File: src/rtl/alu_pkg.sv
// Shared definitions for seq_alu: operation codes and controller states.
// Optional signed multiply/divide (MULT/DIV) is enabled by SEQ_ALU_SIGNED_EN.
package alu_pkg;

  // Single-cycle codes keep the legacy 3-bit function field, zero-extended.
  localparam logic [3:0] OP_AND   = 4'b0000;
  localparam logic [3:0] OP_OR    = 4'b0001;
  localparam logic [3:0] OP_ADD   = 4'b0010;
  localparam logic [3:0] OP_SUB   = 4'b0110;
  localparam logic [3:0] OP_SLT   = 4'b0111;
  // Iterative codes live in the upper half of the code space.
  localparam logic [3:0] OP_MULTU = 4'b1000;
  localparam logic [3:0] OP_MULT  = 4'b1001;
  localparam logic [3:0] OP_DIVU  = 4'b1010;
  localparam logic [3:0] OP_DIV   = 4'b1011;

  typedef enum logic [1:0] {
    S_IDLE = 2'd0,
    S_MUL  = 2'd1,
    S_DIV  = 2'd2,
    S_FIN  = 2'd3
  } state_t;

endpackage

File: src/rtl/seq_alu_muldiv_iter.sv
// Shared iterative datapath for seq_alu: shift-add multiply and restoring
// divide over one {hi, lo} register pair, plus the iteration counter.
// i_mode selects divide (1) or multiply (0) for both load and step.
// Operands arrive as magnitudes; any sign handling happens in seq_alu.
module muldiv_iter
  import alu_pkg::*;
#(
  parameter int WIDTH = 32,
  parameter int CNT_W = $clog2(WIDTH) + 1
) (
  input  logic             clk,
  input  logic             reset,
  input  logic             i_load,
  input  logic             i_step,
  input  logic             i_mode,
  input  logic [WIDTH-1:0] i_a,
  input  logic [WIDTH-1:0] i_b,
  output logic [WIDTH-1:0] o_next_hi,
  output logic [WIDTH-1:0] o_next_lo,
  output logic             o_last
);

  logic [WIDTH-1:0] r_hi;
  logic [WIDTH-1:0] r_lo;
  logic [WIDTH-1:0] r_opd;
  logic [CNT_W-1:0] r_cnt;

  logic [WIDTH:0]   w_sum;
  logic [WIDTH:0]   w_shift;
  logic [WIDTH:0]   w_trial;

  // Multiply: add multiplicand when the current multiplier bit is set.
  assign w_sum   = {1'b0, r_hi} + (r_lo[0] ? {1'b0, r_opd} : '0);
  // Divide: shift the next dividend bit into the remainder and try a subtract.
  // The remainder is always below the divisor, so the trial fits in WIDTH+1.
  assign w_shift = {r_hi, r_lo[WIDTH-1]};
  assign w_trial = w_shift - {1'b0, r_opd};

  assign o_last = (r_cnt == CNT_W'(1));

  // Value the {hi, lo} pair takes after the current step.
  always_comb begin
    o_next_hi = w_sum[WIDTH:1];
    o_next_lo = {w_sum[0], r_lo[WIDTH-1:1]};
    if (i_mode) begin
      if (w_trial[WIDTH]) begin
        o_next_hi = w_shift[WIDTH-1:0];
        o_next_lo = {r_lo[WIDTH-2:0], 1'b0};
      end else begin
        o_next_hi = w_trial[WIDTH-1:0];
        o_next_lo = {r_lo[WIDTH-2:0], 1'b1};
      end
    end
  end

  // Operand load on acceptance, one iteration per step.
  always_ff @(posedge clk or posedge reset) begin
    if (reset) begin
      r_hi  <= '0;
      r_lo  <= '0;
      r_opd <= '0;
      r_cnt <= '0;
    end else if (i_load) begin
      r_hi  <= '0;
      r_lo  <= i_mode ? i_a : i_b;
      r_opd <= i_mode ? i_b : i_a;
      r_cnt <= CNT_W'(WIDTH);
    end else if (i_step) begin
      r_hi  <= o_next_hi;
      r_lo  <= o_next_lo;
      r_cnt <= r_cnt - CNT_W'(1);
    end
  end

endmodule

File: src/rtl/seq_alu.sv
// seq_alu: single-cycle AND/OR/ADD/SUB/SLT plus iterative MULTU/DIVU.
// Define SEQ_ALU_SIGNED_EN to add signed MULT/DIV (magnitude iteration with
// a sign fix-up applied as the final result is registered).
//
// Handshake: start is sampled on a rising edge only while busy=0 (states
// IDLE and FIN). A single-cycle op registers its result at that edge; an
// iterative op raises busy for WIDTH cycles. Either way done pulses for one
// cycle exactly when y/hi/zero/div_by_zero change, and those hold until the
// next done. start while busy=1 is dropped; operands need not be held.
module seq_alu
  import alu_pkg::*;
#(
  parameter int WIDTH = 32,
  parameter int CNT_W = $clog2(WIDTH) + 1
) (
  input  logic             clk,
  input  logic             reset,
  input  logic             start,
  input  logic [3:0]       op,
  input  logic [WIDTH-1:0] a,
  input  logic [WIDTH-1:0] b,
  output logic             busy,
  output logic             done,
  output logic [WIDTH-1:0] y,
  output logic [WIDTH-1:0] hi,
  output logic             zero,
  output logic             div_by_zero,
  output logic [1:0]       o_dbg_state
);

  state_t           r_state;
  state_t           w_state_next;

  logic             r_done;
  logic [WIDTH-1:0] r_y;
  logic [WIDTH-1:0] r_hi;
  logic             r_zero;
  logic             r_dbz;

  logic             w_accept;
  logic             w_is_mul;
  logic             w_is_div;
  logic             w_iter_go;
  logic             w_single;
  logic             w_step;
  logic             w_mode;
  logic             w_last;
  logic             w_finish;
  logic [WIDTH-1:0] w_mag_a;
  logic [WIDTH-1:0] w_mag_b;
  logic [WIDTH-1:0] w_s_y;
  logic [WIDTH-1:0] w_s_hi;
  logic             w_s_dbz;
  logic [WIDTH-1:0] w_it_hi;
  logic [WIDTH-1:0] w_it_lo;
  logic [WIDTH-1:0] w_fin_hi;
  logic [WIDTH-1:0] w_fin_lo;

  assign w_accept  = start && ((r_state == S_IDLE) || (r_state == S_FIN));
  assign w_iter_go = w_accept && (w_is_mul || (w_is_div && (b != '0)));
  assign w_single  = w_accept && !w_iter_go;
  assign w_step    = (r_state == S_MUL) || (r_state == S_DIV);
  assign w_finish  = w_step && w_last;
  // Mode follows the state while iterating, the requested op while loading.
  assign w_mode    = w_step ? (r_state == S_DIV) : w_is_div;

  assign busy        = w_step;
  assign done        = r_done;
  assign y           = r_y;
  assign hi          = r_hi;
  assign zero        = r_zero;
  assign div_by_zero = r_dbz;
  assign o_dbg_state = r_state;

`ifdef SEQ_ALU_SIGNED_EN
  logic w_sgn_op;
  logic r_sgn;
  logic r_neg_q;
  logic r_neg_r;

  assign w_sgn_op = (op == OP_MULT) || (op == OP_DIV);
  assign w_is_mul = (op == OP_MULTU) || (op == OP_MULT);
  assign w_is_div = (op == OP_DIVU) || (op == OP_DIV);
  assign w_mag_a  = (w_sgn_op && a[WIDTH-1]) ? -a : a;
  assign w_mag_b  = (w_sgn_op && b[WIDTH-1]) ? -b : b;

  // Remember result signs: product/quotient from a^b, remainder from a.
  always_ff @(posedge clk or posedge reset) begin
    if (reset) begin
      r_sgn   <= 1'b0;
      r_neg_q <= 1'b0;
      r_neg_r <= 1'b0;
    end else if (w_iter_go) begin
      r_sgn   <= w_sgn_op;
      r_neg_q <= a[WIDTH-1] ^ b[WIDTH-1];
      r_neg_r <= a[WIDTH-1];
    end
  end

  // Sign fix-up of the final magnitude result.
  always_comb begin
    w_fin_hi = w_it_hi;
    w_fin_lo = w_it_lo;
    if (r_sgn) begin
      if (r_state == S_MUL) begin
        if (r_neg_q) {w_fin_hi, w_fin_lo} = -{w_it_hi, w_it_lo};
      end else begin
        if (r_neg_q) w_fin_lo = -w_it_lo;
        if (r_neg_r) w_fin_hi = -w_it_hi;
      end
    end
  end
`else
  assign w_is_mul = (op == OP_MULTU);
  assign w_is_div = (op == OP_DIVU);
  assign w_mag_a  = a;
  assign w_mag_b  = b;
  assign w_fin_hi = w_it_hi;
  assign w_fin_lo = w_it_lo;
`endif

  // Single-cycle results, divide-by-zero shortcut and illegal-code zeros.
  always_comb begin
    w_s_y   = '0;
    w_s_hi  = '0;
    w_s_dbz = 1'b0;
    case (op)
      OP_AND:  w_s_y = a & b;
      OP_OR:   w_s_y = a | b;
      OP_ADD:  w_s_y = a + b;
      OP_SUB:  w_s_y = a - b;
      OP_SLT:  w_s_y = {{(WIDTH-1){1'b0}}, ($signed(a) < $signed(b))};
      default: begin
        if (w_is_div) begin
          w_s_y   = '1;
          w_s_hi  = a;
          w_s_dbz = 1'b1;
        end
      end
    endcase
  end

  muldiv_iter #(
    .WIDTH (WIDTH),
    .CNT_W (CNT_W)
  ) u_iter (
    .clk       (clk),
    .reset     (reset),
    .i_load    (w_iter_go),
    .i_step    (w_step),
    .i_mode    (w_mode),
    .i_a       (w_mag_a),
    .i_b       (w_mag_b),
    .o_next_hi (w_it_hi),
    .o_next_lo (w_it_lo),
    .o_last    (w_last)
  );

  // Controller state register.
  always_ff @(posedge clk or posedge reset) begin
    if (reset) r_state <= S_IDLE;
    else       r_state <= w_state_next;
  end

  // Next-state logic; FIN accepts a new request just like IDLE.
  always_comb begin
    w_state_next = r_state;
    case (r_state)
      S_IDLE, S_FIN: begin
        if (w_iter_go) w_state_next = w_is_div ? S_DIV : S_MUL;
        else           w_state_next = S_IDLE;
      end
      S_MUL, S_DIV: begin
        if (w_last) w_state_next = S_FIN;
      end
      default: w_state_next = S_IDLE;
    endcase
  end

  // Result registers and the done pulse.
  always_ff @(posedge clk or posedge reset) begin
    if (reset) begin
      r_done <= 1'b0;
      r_y    <= '0;
      r_hi   <= '0;
      r_zero <= 1'b1;
      r_dbz  <= 1'b0;
    end else begin
      r_done <= 1'b0;
      if (w_single) begin
        r_done <= 1'b1;
        r_y    <= w_s_y;
        r_hi   <= w_s_hi;
        r_zero <= (w_s_y == '0);
        r_dbz  <= w_s_dbz;
      end else if (w_finish) begin
        r_done <= 1'b1;
        r_y    <= w_fin_lo;
        r_hi   <= w_fin_hi;
        r_zero <= (w_fin_lo == '0);
        r_dbz  <= 1'b0;
      end
    end
  end

endmodule

File: config.mk
export PLATFORM = sky130hd
export DESIGN_NAME = seq_alu
export DESIGN_NICKNAME = d
export VERILOG_FILES = /design/src/rtl/alu_pkg.sv /design/src/rtl/seq_alu_muldiv_iter.sv /design/src/rtl/seq_alu.sv
export SDC_FILE = /design/constraint.sdc
export NUM_CORES = 1
export LEC_CHECK = 0
export ABC_AREA = 1
export BUFFER_PORTS_ARGS = -buffer_cell sky130_fd_sc_hd__buf_2
export CAP_MARGIN = 20
export CORE_UTILIZATION = 48
export CTS_CLUSTER_SIZE = 28
export DETAILED_ROUTE_END_ITERATION = 7
export GPL_TIMING_DRIVEN = 1
export PLACE_DENSITY = 0.63
export SLEW_MARGIN = 5
export SYNTH_ARGS = -nofsm -noshare
export SYNTH_HDL_FRONTEND = slang
export SYNTH_HIERARCHICAL = 1
export SYNTH_SLANG_ARGS = --single-unit
File: constraint.sdc
create_clock -name clk -period 8.9 [get_ports clk]
set_input_delay 0.445 -clock clk [delete_from_list [all_inputs] [get_ports clk]]
set_output_delay 0.445 -clock clk [all_outputs]
set_load 0.01 [all_outputs]
==> results of run 1 <==
## stage by stage
step | util (%) | area (µm²) | setup slack (ns) | std cells
final | 52.8 | 22200 | 4.55 | 4154
after CTS | 52.8 | 22200 | 4.59 | 4151
after global placement | 51.2 | 21600 | 4.45 | 4119
after floorplan | - | 20600 | 5.78 | 3546
after global routing | 52.8 | 22200 | 4.34 | 4154
after detailed placement | 51.2 | 21600 | 4.39 | 4119
## cell type report
type                            count  area (µm²)  share of cell area, %
Timing Repair Buffer              156         821                   3.69
Antenna cell                        3        7.51                 0.0337
Inverter                          604        2270                   10.2
Tap cell                          539         674                   3.03
Clock inverter                     15         230                   1.03
Clock buffer                       17         425                   1.91
Sequential cell                   171        4280                   19.2
Multi-Input combinational cell   2649       13500                   60.8
## cell usage in the layout, fill, tap and decap left out, types with 7 or more instances in the layout
| master | count |
|---|---|
| o21ai_1 | 7 |
| nor3_1 | 29 |
| nand2_2 | 12 |
| a22oi_1 | 31 |
| xor2_1 | 10 |
| and2_1 | 28 |
| a21oi_1 | 205 |
| o21ai_0 | 270 |
| ha_1 | 170 |
| buf_2 | 140 |
| o21a_1 | 38 |
| nand3_1 | 270 |
| buf_4 | 16 |
| o22ai_1 | 32 |
| dfrtp_1 | 170 |
| nor2_1 | 271 |
| nor4_1 | 9 |
| a21oi_2 | 9 |
| clkbuf_16 | 17 |
| nand3b_1 | 20 |
| inv_1 | 583 |
| nand2_1 | 1129 |
| o21bai_1 | 9 |
| inv_2 | 18 |
| xnor2_1 | 10 |
| nand4_1 | 32 |
| nor2_2 | 13 |
## sequential cells by signal, indices dropped and copies added, names as in the netlist, 2 cells and up
| signal | flops |
|---|---|
| hi | 32 |
| o_dbg_state | 2 |
| u_iter/r_cnt | 6 |
| u_iter/r_hi | 32 |
| u_iter/r_lo | 32 |
| u_iter/r_opd | 32 |
| y | 32 |
## worst reg2reg max path, delay by kind of cell (launching register included)
kind | cells | cell delay [ns]
AOI/OAI and AO/OA | 3 | 0.38
adders and majority gates | 1 | 0.31
buffers and inverters | 5 | 1.87
DFF | 1 | 0.36
and+or+nand+nor | 6 | 1.37
## Yosys cell counts (17+ instances only)
| cell | instances | area (µm²) |
|---|---|---|
| nand4_1 | 32 | 200 |
| o21a_1 | 38 | 285 |
| o21ai_0 | 271 | 1360 |
| inv_2 | 17 | 63.8 |
| nor2_1 | 275 | 1030 |
| and2_1 | 28 | 175 |
| nand3_1 | 270 | 1350 |
| buf_2 | 27 | 135 |
| inv_1 | 587 | 2200 |
| buf_4 | 17 | 128 |
| nand3b_1 | 20 | 150 |
| ha_1 | 170 | 2130 |
| clkbuf_1 | 66 | 248 |
| nor3_1 | 29 | 145 |
| a21oi_1 | 205 | 1030 |
| dfrtp_1 | 170 | 4250 |
| nand2_1 | 1130 | 4240 |
| o22ai_1 | 32 | 200 |
| a22oi_1 | 31 | 233 |
## worst max path at each step
stage                       to  cells after the start      startpoint
3_5_place_dp              zero                     14           op[0]
5_1_grt                   zero                     16  o_dbg_state[0]
4_1_cts                   zero                     15  o_dbg_state[0]
3_3_place_gp              zero                     14           op[0]
6_report                  zero                     15  o_dbg_state[0]
2_1_floorplan  u_iter/r_cnt[0]                      1           reset
## metal layers
metal / share of wire [%] / up-vias / routed length, µm
met5: 0 / - / 0
met4: 5.3 / 0 / 4510
met3: 7.3 / 162 / 6220
met2: 46 / 1040 / 39500
met1: 41 / 11000 / 35300
li1: - / 11300 / -
## logic make-up (layout without fill, tap and decap cells)
| kind of cell | Yosys count | after routing | synth area share [%] |
|---|---|---|---|
| flip-flops | 171 | 171 | 20.7 |
| buffers and inverters | 726 | 792 | 13.8 |
| other | 0 | 3 | 0 |
| AND/OR/NAND/NOR | 1839 | 1839 | 37.4 |
| AO/OA/AOI/OAI | 616 | 616 | 16.5 |
| XOR/XNOR | 20 | 20 | 0.849 |
| adder cells (fa/ha/maj) | 174 | 174 | 10.7 |
## where the power goes
part           switching (mW)  internal (mW)  total (mW)
clock network           0.365          0.482       0.847
logic                    1.69          0.794        2.49
registers               0.179          0.951        1.13
total                    2.24           2.23        4.46
==> impl_metrics.prom, run 1 <==
# TYPE chip_impl_metric gauge
chip_impl_metric{name="yosys_warnings",unit=""} 6
chip_impl_metric{name="max_slew_margin",unit="%"} 26.9
chip_impl_metric{name="synth_enable_flop_cells",unit=""} 0
chip_impl_metric{name="routed-via-count",unit=""} 23500
chip_impl_metric{name="cts-root-to-sink-buffers",unit=""} 2
chip_impl_metric{name="final.period_utilization",unit="%"} 48.9
chip_impl_metric{name="critPathRequiredTime",unit="ns"} 9.29
chip_impl_metric{name="crit_fanout",unit=""} 109
chip_impl_metric{name="finalClockSkew",unit="ns"} 0.00994
chip_impl_metric{name="power.static_leakage",unit="nW"} 12.6
chip_impl_info{name="start_kind",value="flop"} 1
chip_impl_info{name="worst_setup_path_end_kind",value="flop"} 1
chip_impl_info{name="critical-path-slowest-cell",value="buf_4"} 1
chip_impl_metric{name="groute.usage.overall",unit="%"} 38.9
chip_impl_metric{name="groute.layer.met2.usage",unit="%"} 64.4
chip_impl_metric{name="met1_usage_in_global_routing",unit="%"} 50.2
chip_impl_metric{name="numCtsBuffers",unit=""} 17
chip_impl_metric{name="first_global_vias",unit=""} 22200
chip_impl_metric{name="reg_clk_slew_reported_paths",unit="ns"} 0.07
chip_impl_metric{name="timing.reg2reg.setup_slack",unit="ns"} 4.55
chip_impl_metric{name="slew_viol_final",unit=""} 0
chip_impl_info{name="critPathTopFamily",value="buffers and inverters"} 1
chip_impl_metric{name="count_of_input_and_output_buffers",unit=""} 140
chip_impl_info{name="hold_class",value="input pin to asynchronous set/reset pin"} 1
chip_impl_metric{name="clkSinkCount",unit=""} 171
chip_impl_metric{name="timing.final.crit_period",unit="ns"} 4.35
chip_impl_metric{name="synth_cell_types",unit=""} 52
chip_impl_metric{name="synth-seq-area-share",unit="%"} 20.7
chip_impl_metric{name="setup-tns-final",unit="ns"} 0
chip_impl_info{name="run_status",value="finished clean"} 1
chip_impl_metric{name="floorplan.initialDensity",unit="%"} 49.0
chip_impl_metric{name="design.die.area",unit="mm²"} 0.0438
chip_impl_metric{name="use_met3",unit="%"} 4.25
chip_impl_metric{name="cts.repair_timing.setup_buffer_count",unit=""} 0
chip_impl_metric{name="antenna_left",unit=""} 0
chip_impl_metric{name="synthesis.area",unit="mm²"} 0.0206
chip_impl_metric{name="ios",unit=""} 141
chip_impl_metric{name="dieHeight",unit="µm"} 209
chip_impl_metric{name="hpwlAfterDp",unit="mm"} 69.7
chip_impl_info{name="setup_repair_after_global_routing_missed_its_margin",value="no"} 1
chip_impl_metric{name="maximum_number_of_pins_on_one_net_before_global_route_repair",unit=""} 110
chip_impl_info{name="path_common_cell",value="nand2_1"} 1
chip_impl_metric{name="mappedNetlistNets",unit=""} 3791
chip_impl_metric{name="die_x",unit="µm"} 209
chip_impl_metric{name="detail_route.iter0.violations",unit=""} 2430
chip_impl_metric{name="reg2regPathDepth",unit=""} 15
chip_impl_metric{name="cp_data_arrival_time",unit="ns"} 4.75
chip_impl_metric{name="wl",unit="mm"} 85.5
chip_impl_metric{name="cp.buffers_inverters",unit=""} 5
chip_impl_metric{name="tightestPinTransition",unit="ns"} 1.10
chip_impl_metric{name="powerDensity",unit="mW/mm²"} 201
chip_impl_metric{name="firstDrtPassIters",unit=""} 6
chip_impl_info{name="tritoncts_clock_tree",value="yes"} 1
chip_impl_info{name="synthFlopType",value="dfrtp_1"} 1
chip_impl_metric{name="postSynthAreaPerCell",unit="µm²"} 5.82
chip_impl_metric{name="grt_pass1_wl",unit="mm"} 129
chip_impl_metric{name="report.final.setup_viol",unit=""} 0
chip_impl_metric{name="rows",unit=""} 75
chip_impl_metric{name="grt_antenna_before_repair",unit=""} 4
chip_impl_metric{name="gp_congestion",unit=""} 1.04
chip_impl_metric{name="vdd_ir_drop_max",unit="V"} 0.000161
chip_impl_metric{name="filler_cell_count",unit=""} 4516
chip_impl_metric{name="netlist_instances",unit=""} 3546
chip_impl_metric{name="report.power.total",unit="mW"} 4.46
chip_impl_info{name="grt_busiest_layer",value="met2"} 1
chip_impl_metric{name="globalRoute.totalOverflow",unit=""} 0
chip_impl_info{name="crit_path_cell_trace",value="inv_1 -> ha_1 -> inv_1 -> nand2_1 -> o21ai_4 -> buf_4 -> clkinv_2 -> buf_4 -> nand2_1 -> nand2_1 -> nor4_1 -> nand4_1 -> nor2_1 -> o21ai_0 -> a21oi_2"} 1
chip_impl_info{name="root_buffer",value="clkbuf_16"} 1
chip_impl_metric{name="hold_viol_final",unit=""} 0
chip_impl_metric{name="critical-path-max-stage-delay",unit="ns"} 0.59
chip_impl_metric{name="final.hold.worst_slack",unit="ns"} 0.0903
chip_impl_metric{name="timing.max_cap.violations",unit=""} 0
chip_impl_metric{name="clk-insertion-delay-late",unit="ns"} 0.46
chip_impl_metric{name="num-nets-final",unit=""} 3844
chip_impl_metric{name="design.core.area",unit="mm²"} 0.0421
chip_impl_info{name="reg2reg_from",value="o_dbg_state[0]"} 1
chip_impl_metric{name="synth_seq_cells",unit=""} 171
chip_impl_metric{name="ctsHoldBuffers",unit=""} 0
chip_impl_metric{name="ctsResizeCount",unit=""} 0
chip_impl_metric{name="routedWlPerCell",unit="µm"} 20.6
chip_impl_metric{name="ys_async_sr_fraction",unit="%"} 100
chip_impl_info{name="timing.rr.end",value="zero"} 1
chip_impl_info{name="path_class",value="flop to flop"} 1
chip_impl_metric{name="drive_above_1_share",unit="%"} 7.53
chip_impl_metric{name="htree_num_levels",unit=""} 4
chip_impl_metric{name="remaining_drc_errors",unit=""} 0
chip_impl_metric{name="layout-area-overhead-vs-synth",unit="%"} 7.81
chip_impl_metric{name="max_freq",unit="MHz"} 230
chip_impl_metric{name="vias_per_cell",unit=""} 5.67
Power figures use the tool's default switching activity.
==> run 2, diff against run 1 <==
==> constraint.sdc (replaced) <==
create_clock -name clk -period 4.3 [get_ports clk]
set_input_delay 0.215 -clock clk [delete_from_list [all_inputs] [get_ports clk]]
set_output_delay 0.215 -clock clk [all_outputs]
set_load 0.01 [all_outputs]
==> run 2 against run 1 <==
Cell area up 0.53%. Via count up 0.67%. Maximum frequency up 28%. Largest cell class unchanged.
==> impl_metrics.prom, run 2 (synthesis results as in run 1) <==
# TYPE chip_impl_metric gauge
chip_impl_metric{name="cts.repair_timing.setup_buffer_count",unit=""} 0
chip_impl_metric{name="hpwlAfterDp",unit="mm"} 70.4
chip_impl_metric{name="filler_cell_count",unit=""} 4390
chip_impl_metric{name="timing.max_cap.violations",unit=""} 0
chip_impl_metric{name="switching_power",unit="mW"} 4.69
chip_impl_metric{name="max_freq",unit="MHz"} 295
chip_impl_metric{name="dieHeight",unit="µm"} 209
chip_impl_metric{name="num-nets-final",unit=""} 3860
chip_impl_metric{name="report.final.setup_viol",unit=""} 0
chip_impl_metric{name="routedWlPerCell",unit="µm"} 20.6
chip_impl_metric{name="final.period_utilization",unit="%"} 78.9
chip_impl_metric{name="first_global_vias",unit=""} 22100
chip_impl_metric{name="vdd_ir_drop_max",unit="V"} 0.000344
chip_impl_metric{name="firstDrtPassIters",unit=""} 6
chip_impl_metric{name="layout-area-overhead-vs-synth",unit="%"} 8.39
chip_impl_info{name="path_class",value="flop to flop"} 1
chip_impl_metric{name="antenna_left",unit=""} 0
chip_impl_metric{name="maximum_number_of_pins_on_one_net_before_global_route_repair",unit=""} 137
chip_impl_info{name="root_buffer",value="clkbuf_16"} 1
chip_impl_metric{name="grt_pass1_wl",unit="mm"} 128
chip_impl_metric{name="cts-root-to-sink-buffers",unit=""} 2
chip_impl_info{name="tritoncts_clock_tree",value="yes"} 1
chip_impl_info{name="mostFrequentLayoutCells",value="nand2_1, inv_1, nor2_1"} 1
chip_impl_metric{name="cp_data_arrival_time",unit="ns"} 3.73
chip_impl_metric{name="reg_clk_slew_reported_paths",unit="ns"} 0.07
chip_impl_metric{name="crit_fanout",unit=""} 31
chip_impl_metric{name="floorplan.initialDensity",unit="%"} 49.0
chip_impl_metric{name="powerDensity",unit="mW/mm²"} 415
chip_impl_metric{name="internal_power",unit="mW"} 4.59
chip_impl_metric{name="fin_util",unit="%"} 53.1
chip_impl_info{name="start_kind",value="flop"} 1
chip_impl_metric{name="critPathRequiredTime",unit="ns"} 4.63
chip_impl_metric{name="htree_num_levels",unit=""} 4
chip_impl_metric{name="finalClockSkew",unit="ns"} 0.0121
chip_impl_metric{name="comb_power_share",unit="%"} 56.6
chip_impl_metric{name="clk-insertion-delay-late",unit="ns"} 0.44
chip_impl_metric{name="die_x",unit="µm"} 209
chip_impl_metric{name="switching_share",unit="%"} 50.6
chip_impl_metric{name="remaining_drc_errors",unit=""} 0
chip_impl_metric{name="pwr-share-clk",unit="%"} 17.9
chip_impl_metric{name="wl",unit="mm"} 85.9
chip_impl_metric{name="slew_viol_final",unit=""} 0
chip_impl_metric{name="routed-via-count",unit=""} 23700
chip_impl_metric{name="finalInstanceArea",unit="mm²"} 0.0224
chip_impl_metric{name="power.static_leakage",unit="nW"} 12.7
chip_impl_info{name="most_common_cell_after_layout_fill_and_taps_aside",value="nand2_1"} 1
chip_impl_metric{name="vias_per_cell",unit=""} 5.69
chip_impl_info{name="run_status",value="finished clean"} 1
chip_impl_metric{name="rows",unit=""} 75
chip_impl_metric{name="max_slew_margin",unit="%"} 23.2
chip_impl_info{name="worst_setup_path_end_kind",value="flop"} 1
chip_impl_metric{name="drive_above_1_share",unit="%"} 7.86
chip_impl_metric{name="groute.usage.overall",unit="%"} 38.7
chip_impl_metric{name="numCtsBuffers",unit=""} 17
chip_impl_metric{name="design.core.area",unit="mm²"} 0.0421
chip_impl_metric{name="place.detailed.instances",unit=""} 4134
chip_impl_info{name="hold_class",value="input pin to flop"} 1
chip_impl_metric{name="finalNonFillerCells",unit=""} 4168
chip_impl_metric{name="power.share.sequential",unit="%"} 25.5
chip_impl_metric{name="clkSinkCount",unit=""} 171
chip_impl_metric{name="grt_antenna_before_repair",unit=""} 2
chip_impl_info{name="setup_repair_after_global_routing_missed_its_margin",value="no"} 1
chip_impl_metric{name="postPlaceCellArea",unit="mm²"} 0.0217
chip_impl_metric{name="design.die.area",unit="mm²"} 0.0438
chip_impl_metric{name="hold_viol_final",unit=""} 0
chip_impl_metric{name="ios",unit=""} 141
chip_impl_metric{name="timing.final.crit_period",unit="ns"} 3.39
chip_impl_metric{name="tightestPinTransition",unit="ns"} 1.14
chip_impl_metric{name="setup-tns-final",unit="ns"} 0
chip_impl_metric{name="detail_route.iter0.violations",unit=""} 2259
chip_impl_metric{name="count_of_input_and_output_buffers",unit=""} 140
chip_impl_metric{name="globalRoute.totalOverflow",unit=""} 0
chip_impl_metric{name="gp_congestion",unit=""} 1.09
[run 2: cell count changes in the layout (fill, tap and decap cells not counted), sizes merged]
cell / delta
dlygate4sd3: +1
buf: +15
clkinv: -1
diode: -2
clkinvlp: +2
bufinv: -1
clkbuf: +4
inv: -4
[run 2: path summary, 6_finish.rpt]
kind	from	endpoint	slack (ns)	cells after the start
setup / recovery	u_iter/r_lo[31]	hi[30]	0.91	20
hold / removal	b[11]	u_iter/r_lo[11]	0.10	3
setup reg to reg	u_iter/r_lo[31]	hi[30]	0.91	20
hold reg to reg	hi[27]	hi[27]	0.49	1
max in group asynchronous	reset	u_iter/r_lo[22]	2.73	4
min in group asynchronous	reset	hi[4]	0.49	3
[run 2: area by class of cell]
type	count	area, µm²	share of cell area [%]
Multi-Input combinational cell	2649	13500	60.5
Inverter	604	2270	10.2
Antenna cell	1	2.50	0.0112
Sequential cell	171	4280	19.1
Clock buffer	21	460	2.06
Tap cell	539	674	3.02
Timing Repair Buffer	172	981	4.39
Clock inverter	11	159	0.711
[run 2: timing repair]
action | 4_1_cts | 5_1_grt
resized for setup | 0 | 0
hold buffers | 1 | 0
endpoints found under the hold margin | 40 | 0
[run 2: worst max-delay path: stages (launching register included)]
cell	delay, ns
dfrtp_1	0.36
inv_1	0.12
ha_1	0.27
fa_1	0.47
inv_1	0.10
nand2_1	0.05
nand2_1	0.10
nand3_1	0.08
nand2_1	0.15
nand2_1	0.09
nand2_2	0.12
nand2_4	0.09
nand2_4	0.09
nand2_4	0.09
nand2_4	0.32
nand2_1	0.10
nand3_1	0.08
nand2_1	0.08
o21ai_0	0.25
o21ai_0	0.14
o21a_1	0.12
[run 2: routing by layer]
metal  global-route usage (%)  part of all wire [%]  wire length [µm]
met5                        0                     0                 0
met4                     18.2                   4.9              4210
met3                     5.93                   8.7              7450
met2                     64.2                    46             39700
met1                     49.3                    40             34500
[run 2: power by group through the flow]
stage / combinational, mW / sequential [mW] / clock (mW)
after floorplan: 3.56 / 2.26 / 0
after global placement: 5.06 / 2.36 / 0
after detailed placement: 5.13 / 2.36 / 0
after CTS: 5.14 / 2.34 / 1.68
after global routing: 5.80 / 2.39 / 1.74
final: 5.25 / 2.36 / 1.66
[run 2: through the flow]
| step | power (mW) | setup slack (ns) | hold WS [ns] |
|---|---|---|---|
| after floorplan | 5.83 | 1.41 | 0.322 |
| after detailed placement | 7.49 | 0.919 | 0.403 |
| final | 9.28 | 0.906 | 0.104 |
| after global routing | 9.93 | 0.647 | 0.100 |
| after CTS | 9.17 | 0.941 | 0.0718 |
| after global placement | 7.42 | 0.927 | 0.394 |
